<file path="src/rtl/axis_frame_packer_pkg.sv">
// rtl/axis_frame_packer_pkg.sv - shared types and widths for the frame packer
// Purpose: FSM state type, byte width and frame counter width used by the
//          packer, its interface and its input FIFO.
// Ports:   none (package).
package axis_frame_packer_pkg;

  localparam int unsigned BYTE_W = 8;
  localparam int unsigned CNT_W  = 5;

  typedef enum logic {
    DATA = 1'b0,
    CSUM = 1'b1
  } pack_state_e;

endpackage

</file>
<file path="src/rtl/axis_frame_packer_if.sv">
// rtl/axis_frame_packer_if.sv - byte-in / framed-byte-out bus of the packer
// Purpose: bundles the source handshake, the downstream stream and the frame
//          counter of axis_frame_packer.
// Ports:   none; modport master = packer side, modport slave = environment side.
//          s_data/s_valid/s_ready  source byte handshake
//          m_data/m_valid/m_ready/m_last  downstream stream
//          frame_cnt  completed frames, wraps modulo 32
interface axis_frame_packer_if;
  import axis_frame_packer_pkg::*;

  logic [BYTE_W-1:0] s_data;
  logic              s_valid;
  logic              s_ready;
  logic [BYTE_W-1:0] m_data;
  logic              m_valid;
  logic              m_ready;
  logic              m_last;
  logic [CNT_W-1:0]  frame_cnt;

  modport master (
    input  s_data, s_valid, m_ready,
    output s_ready, m_data, m_valid, m_last, frame_cnt
  );

  modport slave (
    output s_data, s_valid, m_ready,
    input  s_ready, m_data, m_valid, m_last, frame_cnt
  );

endinterface

</file>
<file path="src/rtl/axis_byte_fifo.sv">
// rtl/axis_byte_fifo.sv - first-word fall-through byte FIFO
// Purpose: buffers source bytes; the head entry is visible on dout_o while
//          empty_o is low, so a byte written at edge N is readable after N.
// Ports:   clk, reset (async, active-high)
//          push_i/din_i  write request and byte (ignored when full)
//          pop_i         read request (ignored when empty)
//          dout_o        head entry, full_o/empty_o occupancy flags
module axis_byte_fifo
  import axis_frame_packer_pkg::*;
#(
  parameter int unsigned FIFO_DEPTH = 4
) (
  input  logic              clk,
  input  logic              reset,
  input  logic              push_i,
  input  logic [BYTE_W-1:0] din_i,
  input  logic              pop_i,
  output logic [BYTE_W-1:0] dout_o,
  output logic              full_o,
  output logic              empty_o
);

  localparam int unsigned PTR_W = $clog2(FIFO_DEPTH);

  logic [BYTE_W-1:0] mem_q [FIFO_DEPTH];
  logic [PTR_W-1:0]  wr_ptr_q, wr_ptr_d;
  logic [PTR_W-1:0]  rd_ptr_q, rd_ptr_d;
  logic [PTR_W:0]    count_q, count_d;
  logic              do_push, do_pop;

  assign full_o  = (count_q == (PTR_W+1)'(FIFO_DEPTH));
  assign empty_o = (count_q == '0);
  assign dout_o  = mem_q[rd_ptr_q];
  assign do_push = push_i && !full_o;
  assign do_pop  = pop_i && !empty_o;

  // Power-of-two depth lets the pointers wrap by plain overflow.
  always_comb begin
    wr_ptr_d = wr_ptr_q;
    rd_ptr_d = rd_ptr_q;
    count_d  = count_q;
    if (do_push) wr_ptr_d = wr_ptr_q + 1'b1;
    if (do_pop)  rd_ptr_d = rd_ptr_q + 1'b1;
    if (do_push && !do_pop)      count_d = count_q + 1'b1;
    else if (do_pop && !do_push) count_d = count_q - 1'b1;
  end

  always_ff @(posedge clk or posedge reset) begin
    if (reset) begin
      wr_ptr_q <= '0;
      rd_ptr_q <= '0;
      count_q  <= '0;
    end else begin
      wr_ptr_q <= wr_ptr_d;
      rd_ptr_q <= rd_ptr_d;
      count_q  <= count_d;
    end
  end

  // Storage needs no reset: entries are only visible once counted.
  always_ff @(posedge clk) begin
    if (do_push) mem_q[wr_ptr_q] <= din_i;
  end

endmodule

</file>
<file path="src/rtl/axis_frame_packer.sv">
// rtl/axis_frame_packer.sv - packs a raw byte stream into fixed-length frames
// Purpose: buffers bytes in axis_byte_fifo and emits them as frames of
//          FRAME_LEN beats with m_last on the final beat. With
//          AXIS_PACKER_CHECKSUM_EN defined, each frame is followed by one
//          extra beat carrying the XOR of its data bytes, flagged m_last.
// Ports:   clk, reset (async, active-high)
//          bus (axis_frame_packer_if.master): s_* source handshake,
//          m_* downstream stream, frame_cnt completed frames (mod 32)
module axis_frame_packer
  import axis_frame_packer_pkg::*;
#(
  parameter int unsigned FRAME_LEN  = 16,
  parameter int unsigned FIFO_DEPTH = 4
) (
  input  logic               clk,
  input  logic               reset,
  axis_frame_packer_if.master bus
);

  localparam logic [CNT_W-1:0] LAST_IDX = CNT_W'(FRAME_LEN - 1);

  pack_state_e       state_q, state_d;
  logic [CNT_W-1:0]  beat_idx_q, beat_idx_d;
  logic [CNT_W-1:0]  frame_cnt_q, frame_cnt_d;
  logic [BYTE_W-1:0] csum_q, csum_d;

  logic              fifo_full, fifo_empty, fifo_pop;
  logic [BYTE_W-1:0] fifo_dout;
  logic              last_beat;
  logic              m_valid_c, m_last_c;
  logic [BYTE_W-1:0] m_data_c;

  // s_ready depends only on FIFO state, never on m_ready.
  assign bus.s_ready   = !fifo_full;
  assign bus.m_valid   = m_valid_c;
  assign bus.m_data    = m_data_c;
  assign bus.m_last    = m_last_c;
  assign bus.frame_cnt = frame_cnt_q;
  assign last_beat     = (beat_idx_q == LAST_IDX);

  axis_byte_fifo #(.FIFO_DEPTH(FIFO_DEPTH)) u_fifo (
    .clk    (clk),
    .reset  (reset),
    .push_i (bus.s_valid),
    .din_i  (bus.s_data),
    .pop_i  (fifo_pop),
    .dout_o (fifo_dout),
    .full_o (fifo_full),
    .empty_o(fifo_empty)
  );

  always_comb begin
    state_d     = state_q;
    beat_idx_d  = beat_idx_q;
    frame_cnt_d = frame_cnt_q;
    csum_d      = csum_q;
    fifo_pop    = 1'b0;
    m_valid_c   = 1'b0;
    m_data_c    = '0;
    m_last_c    = 1'b0;
    case (state_q)
      DATA: begin
        m_valid_c = !fifo_empty;
        // Stale FIFO storage is masked so an idle bus reads zero.
        m_data_c  = fifo_empty ? '0 : fifo_dout;
`ifndef AXIS_PACKER_CHECKSUM_EN
        m_last_c  = !fifo_empty && last_beat;
`endif
        if (!fifo_empty && bus.m_ready) begin
          fifo_pop   = 1'b1;
          beat_idx_d = last_beat ? '0 : beat_idx_q + 1'b1;
`ifdef AXIS_PACKER_CHECKSUM_EN
          csum_d = csum_q ^ fifo_dout;
          if (last_beat) state_d = CSUM;
`else
          if (last_beat) frame_cnt_d = frame_cnt_q + 1'b1;
`endif
        end
      end
      CSUM: begin
        // Trailer beat comes from the running XOR, not the FIFO.
        m_valid_c = 1'b1;
        m_data_c  = csum_q;
        m_last_c  = 1'b1;
        if (bus.m_ready) begin
          csum_d      = '0;
          frame_cnt_d = frame_cnt_q + 1'b1;
          state_d     = DATA;
        end
      end
      default: state_d = DATA;
    endcase
  end

  always_ff @(posedge clk or posedge reset) begin
    if (reset) begin
      state_q     <= DATA;
      beat_idx_q  <= '0;
      frame_cnt_q <= '0;
      csum_q      <= '0;
    end else begin
      state_q     <= state_d;
      beat_idx_q  <= beat_idx_d;
      frame_cnt_q <= frame_cnt_d;
      csum_q      <= csum_d;
    end
  end

endmodule

</file>
<file path="src/flat_wrapper.sv">
// flat-port wrapper written by rule: the top's interface ports become plain ports
module axis_frame_packer_flat import axis_frame_packer_pkg::*;
#(
  parameter int unsigned FRAME_LEN  = 16,
  parameter int unsigned FIFO_DEPTH = 4
)
  (clk, reset, bus_s_data, bus_s_valid, bus_m_ready, bus_s_ready, bus_m_data, bus_m_valid, bus_m_last, bus_frame_cnt);
  axis_frame_packer_if bus_i ();
  input  logic clk;
  input  logic reset;
  input wire logic [$bits(bus_i.s_data)-1:0] bus_s_data;
  input wire logic [$bits(bus_i.s_valid)-1:0] bus_s_valid;
  input wire logic [$bits(bus_i.m_ready)-1:0] bus_m_ready;
  output wire logic [$bits(bus_i.s_ready)-1:0] bus_s_ready;
  output wire logic [$bits(bus_i.m_data)-1:0] bus_m_data;
  output wire logic [$bits(bus_i.m_valid)-1:0] bus_m_valid;
  output wire logic [$bits(bus_i.m_last)-1:0] bus_m_last;
  output wire logic [$bits(bus_i.frame_cnt)-1:0] bus_frame_cnt;
  assign bus_i.s_data = bus_s_data;
  assign bus_i.s_valid = bus_s_valid;
  assign bus_i.m_ready = bus_m_ready;
  assign bus_s_ready = bus_i.s_ready;
  assign bus_m_data = bus_i.m_data;
  assign bus_m_valid = bus_i.m_valid;
  assign bus_m_last = bus_i.m_last;
  assign bus_frame_cnt = bus_i.frame_cnt;
  axis_frame_packer #(.FRAME_LEN(FRAME_LEN), .FIFO_DEPTH(FIFO_DEPTH)) u_core (.clk(clk), .reset(reset), .bus(bus_i));
endmodule
</file>
<file path="config.mk">
export PLATFORM = sky130hd
export DESIGN_NAME = axis_frame_packer_flat
export DESIGN_NICKNAME = d
export VERILOG_FILES = /design/src/rtl/axis_frame_packer_pkg.sv /design/src/rtl/axis_frame_packer_if.sv /design/src/rtl/axis_byte_fifo.sv /design/src/rtl/axis_frame_packer.sv /design/src/flat_wrapper.sv
export SDC_FILE = /design/constraint.sdc
export NUM_CORES = 1
export LEC_CHECK = 0
export CORE_UTILIZATION = 30
export CTS_CLUSTER_SIZE = 30
export DETAILED_ROUTE_END_ITERATION = 10
export HOLD_SLACK_MARGIN = 0.1
export PLACE_DENSITY = 0.48
export SYNTH_ARGS = -nofsm -noshare
export SYNTH_HDL_FRONTEND = slang
export SYNTH_SLANG_ARGS = --single-unit
</file>
<file path="constraint.sdc">
create_clock -name clk -period 2.1 [get_ports clk]
set_input_delay 0.42 -clock clk [delete_from_list [all_inputs] [get_ports clk]]
set_output_delay 0.42 -clock clk [all_outputs]
set_load 0.005 [all_outputs]
</file>
==> results.toml <==
[critical_path]
worst-r2r-cell-count = 10
crit_fanout = 5
worstReg2RegStart = "u_core.u_fifo.count_q[2]$_DFFE_PP0P_"
r2r_slack_ns = 0.08
path_buf_inv = 3
rr_endpoint = "u_core.u_fifo.count_q[2]$_DFFE_PP0P_"
path_depth = 5
cp_data_arrival_time_ns = 1.65
cp-start-kind = "flop"
slowest_delay_ns = 0.46
cp-end-kind = "output port"
worstPathRequired_ns = 1.68
worstPathCellList = "buf_6, buf_4, mux4_2, nor2b_1, buf_2"
path_class = "flop to output port"
critPathTopFamily = "multiplexers"
cp_slowest_cell = "mux4_2"

[logic_synthesis]
syn_inst = 133
synth_fp_nets = 153
yosysWarnings = 0
ys_types = 30
synth.area.top_cells = "edfxtp_1, dfrtp_1, mux4_2"
ys.flop_type = "edfxtp_1"
synth_most_common_cell = "edfxtp_1"
synth_top_area_share_pct = 44.5
synth-seq-cells = 50
netlist_area_um2 = 2160
avgSynthCellArea_um2 = 16.2
netlist_top_cells_count = "edfxtp_1, dfrtp_1, nor2b_1, xnor2_1, mux4_2"
ys_seq_area_share_pct = 65.4
async_reset_ff_share_pct = 36.0
synth-edff-count = 32
synth_top_area_cell = "edfxtp_1"

[clock_network]
cts_tree = "built"
clk_pin_slew_ns = 0.09
clk_root_buffer_cell = "clkbuf_8"
cts_sinks = 50
clk_latency_ns = 0.30
cts_buffers = 5
cts_buffer_depth = 2
h-tree-depth = 2
postCtsHoldBufs = 0

[cells_and_area]
antennaDiodeCount = 0
area_delta_synth_final_pct = 36.1
fin_area_um2 = 2940
nets = 214
fillers = 647
drive_gt1_share_pct = 34.4

[route]
firstDrtPassIters = 4
ant_nets = 0
viasPerCell = 4.36
dr_total_vias = 1269
drc = 0
drt-total-wl_um = 4020
post_drt_wl_per_cell_um = 13.8
drtIter0Drc = 65

[floorplan]
core_area_um2 = 6870
start_util_pct = 31.4
io-pin-count = 28
die_w_um = 86.8
num_rows = 30
die_h_um = 86.8
die_area_um2 = 7530

[global_routing]
grt.overflow.total = 0
grt_pass1_vias = 1363
grtUsageTotal_pct = 12.2
grt_antenna_before_repair = 0
grt_first_pass_wirelength_um = 6760
grt_start_max_net_pins = 19

[pwr]
p_comb_share_pct = 44.7
max-vdd-ir-drop_mv = 0.364
switching_share_pct = 30.7
p_per_area_nw_per_um2 = 1270
p_leak_nw = 1.16
power_frac_seq_pct = 39.9
internal_power_w = 0.00258
power.switching_w = 0.00114
pwr-share-clk_pct = 15.4

[status]
status = "finished clean"

[placed_design]
gp_congestion = 0.738
place_area_um2 = 2730
io_buffers = 27
dp_hpwl_um = 2750

[timing]
rsz0062_at_grt = "yes"
finClkSkew_ns = 0.00671
relSlewSlack_pct = 83.5
setup_viol = 0
hold_violations = 0
setup-tns-final_ns = 0
fin_crit_sh_pct = 98.8
report.final.slew_viol_count = 0
max_freq_mhz = 482
tightest_slew_ns = 0.245
period_needed_ns = 2.07

[hold_path]
worstHoldPathType = "primary input to async pin"

[flow_run]
cap_violations = 0
per-stage QoR:
step / worst slack (ns) / total power, W / hold slack (ns) / instances / utilization (%)
after floorplan: 0.113 / 0.00224 / 0.359 / 133 / -
after global placement: -0.110 / 0.00297 / 0.461 / 272 / 39.7
after detailed placement: -0.166 / 0.00301 / 0.472 / 272 / 39.7
after CTS: 0.00136 / 0.00372 / 0.423 / 288 / 42.2
after global routing: -0.0555 / 0.00398 / 0.432 / 291 / 42.7
final: 0.0255 / 0.00372 / 0.417 / 291 / 42.7
layer usage:
| metal | track usage (%) | wire length [um] | vias to the layer above |
|---|---|---|---|
| li1 | - | - | 610 |
| met1 | 16.1 | 1850 | 635 |
| met2 | 19.5 | 2000 | 18 |
| met3 | 3.52 | 109 | 6 |
| met4 | 4.09 | 61 | 0 |
| met5 | 0 | 0 | - |
registers in the layout, indices dropped and copies added (netlist names):
signal                  flops
u_core.bus.frame_cnt        5
u_core.u_fifo.count_q       3
u_core.u_fifo.wr_ptr_q      2
u_core.state_q              1
u_core.u_fifo.rd_ptr_q      2
u_core.u_fifo.mem_q        32
u_core.beat_idx_q           5
how the worst max path moves through the flow:
stage                                           from  slack (ns)                                   end
2_1_floorplan               u_core.state_q$_DFF_PP0_        0.11  u_core.u_fifo.count_q[1]$_DFFE_PP0P_
5_1_grt        u_core.u_fifo.rd_ptr_q[0]$_DFFE_PP0P_       -0.06                         bus_m_data[1]
3_3_place_gp                             bus_m_ready       -0.11  u_core.u_fifo.count_q[1]$_DFFE_PP0P_
4_1_cts        u_core.u_fifo.rd_ptr_q[0]$_DFFE_PP0P_       0.001                         bus_m_data[1]
3_5_place_dp                             bus_m_ready       -0.17  u_core.u_fifo.count_q[1]$_DFFE_PP0P_
6_report       u_core.u_fifo.rd_ptr_q[0]$_DFFE_PP0P_        0.03                         bus_m_data[5]
area by class of cell:
type                    instances  area (um2)  area share (%)
flip-flops and latches         50        1410            48.2
multi-input cells              74         738            25.1
repair buffers                 58         551            18.8
well taps                      96         120            4.09
clock buffers                   5        68.8            2.34
clock inverters                 3        25.0           0.853
inverters                       5        18.8           0.639
cell families after synthesis:
group                    count (synthesis)  share of synthesized area (%)
AO/OA/AOI/OAI                           11                           4.29
adder cells (fa/ha/maj)                  8                           4.99
AND/OR/NAND/NOR                         32                           8.70
flip-flops                              50                           65.4
buffers and inverters                    9                           1.68
multiplexers                            12                           10.4
XOR/XNOR                                11                           4.47
worst min-delay path: cells and delay by family:
kind,cells,cell delay (ns)
buffers and inverters,3,0.68
power groups by stage:
stage               registers, W  clock network, W  logic [W]
detailed placement       0.00151                 0    0.00151
floorplan                0.00145                 0   0.000783
CTS                      0.00149          0.000598    0.00163
finish                   0.00149          0.000574    0.00166
global placement         0.00149                 0    0.00148
global route             0.00152          0.000638    0.00183
layout by cell type, fill, tap and decap left out, types with 3 or more instances in the layout:
| cell | count |
|---|---|
| mux2_2 | 3 |
| buf_12 | 5 |
| edfxtp_1 | 32 |
| mux4_2 | 8 |
| clkbuf_8 | 5 |
| dfrtp_1 | 16 |
| o211ai_1 | 4 |
| xnor2_1 | 9 |
| buf_2 | 7 |
| inv_1 | 5 |
| ha_1 | 6 |
| buf_6 | 7 |
| nand2b_1 | 3 |
| buf_4 | 19 |
| and3_1 | 3 |
| nor2b_1 | 10 |
| clkdlybuf4s50_1 | 17 |
| and2_1 | 4 |
repair_timing:
| item | 4_1_cts | 5_1_grt |
|---|---|---|
| setup buffers | 8 | 3 |
| resized for setup | 43 | 7 |
| pin swaps | 1 | 1 |
| setup endpoints to repair | 9 | 11 |
Note: power is estimated with default switching activity, not from simulation.
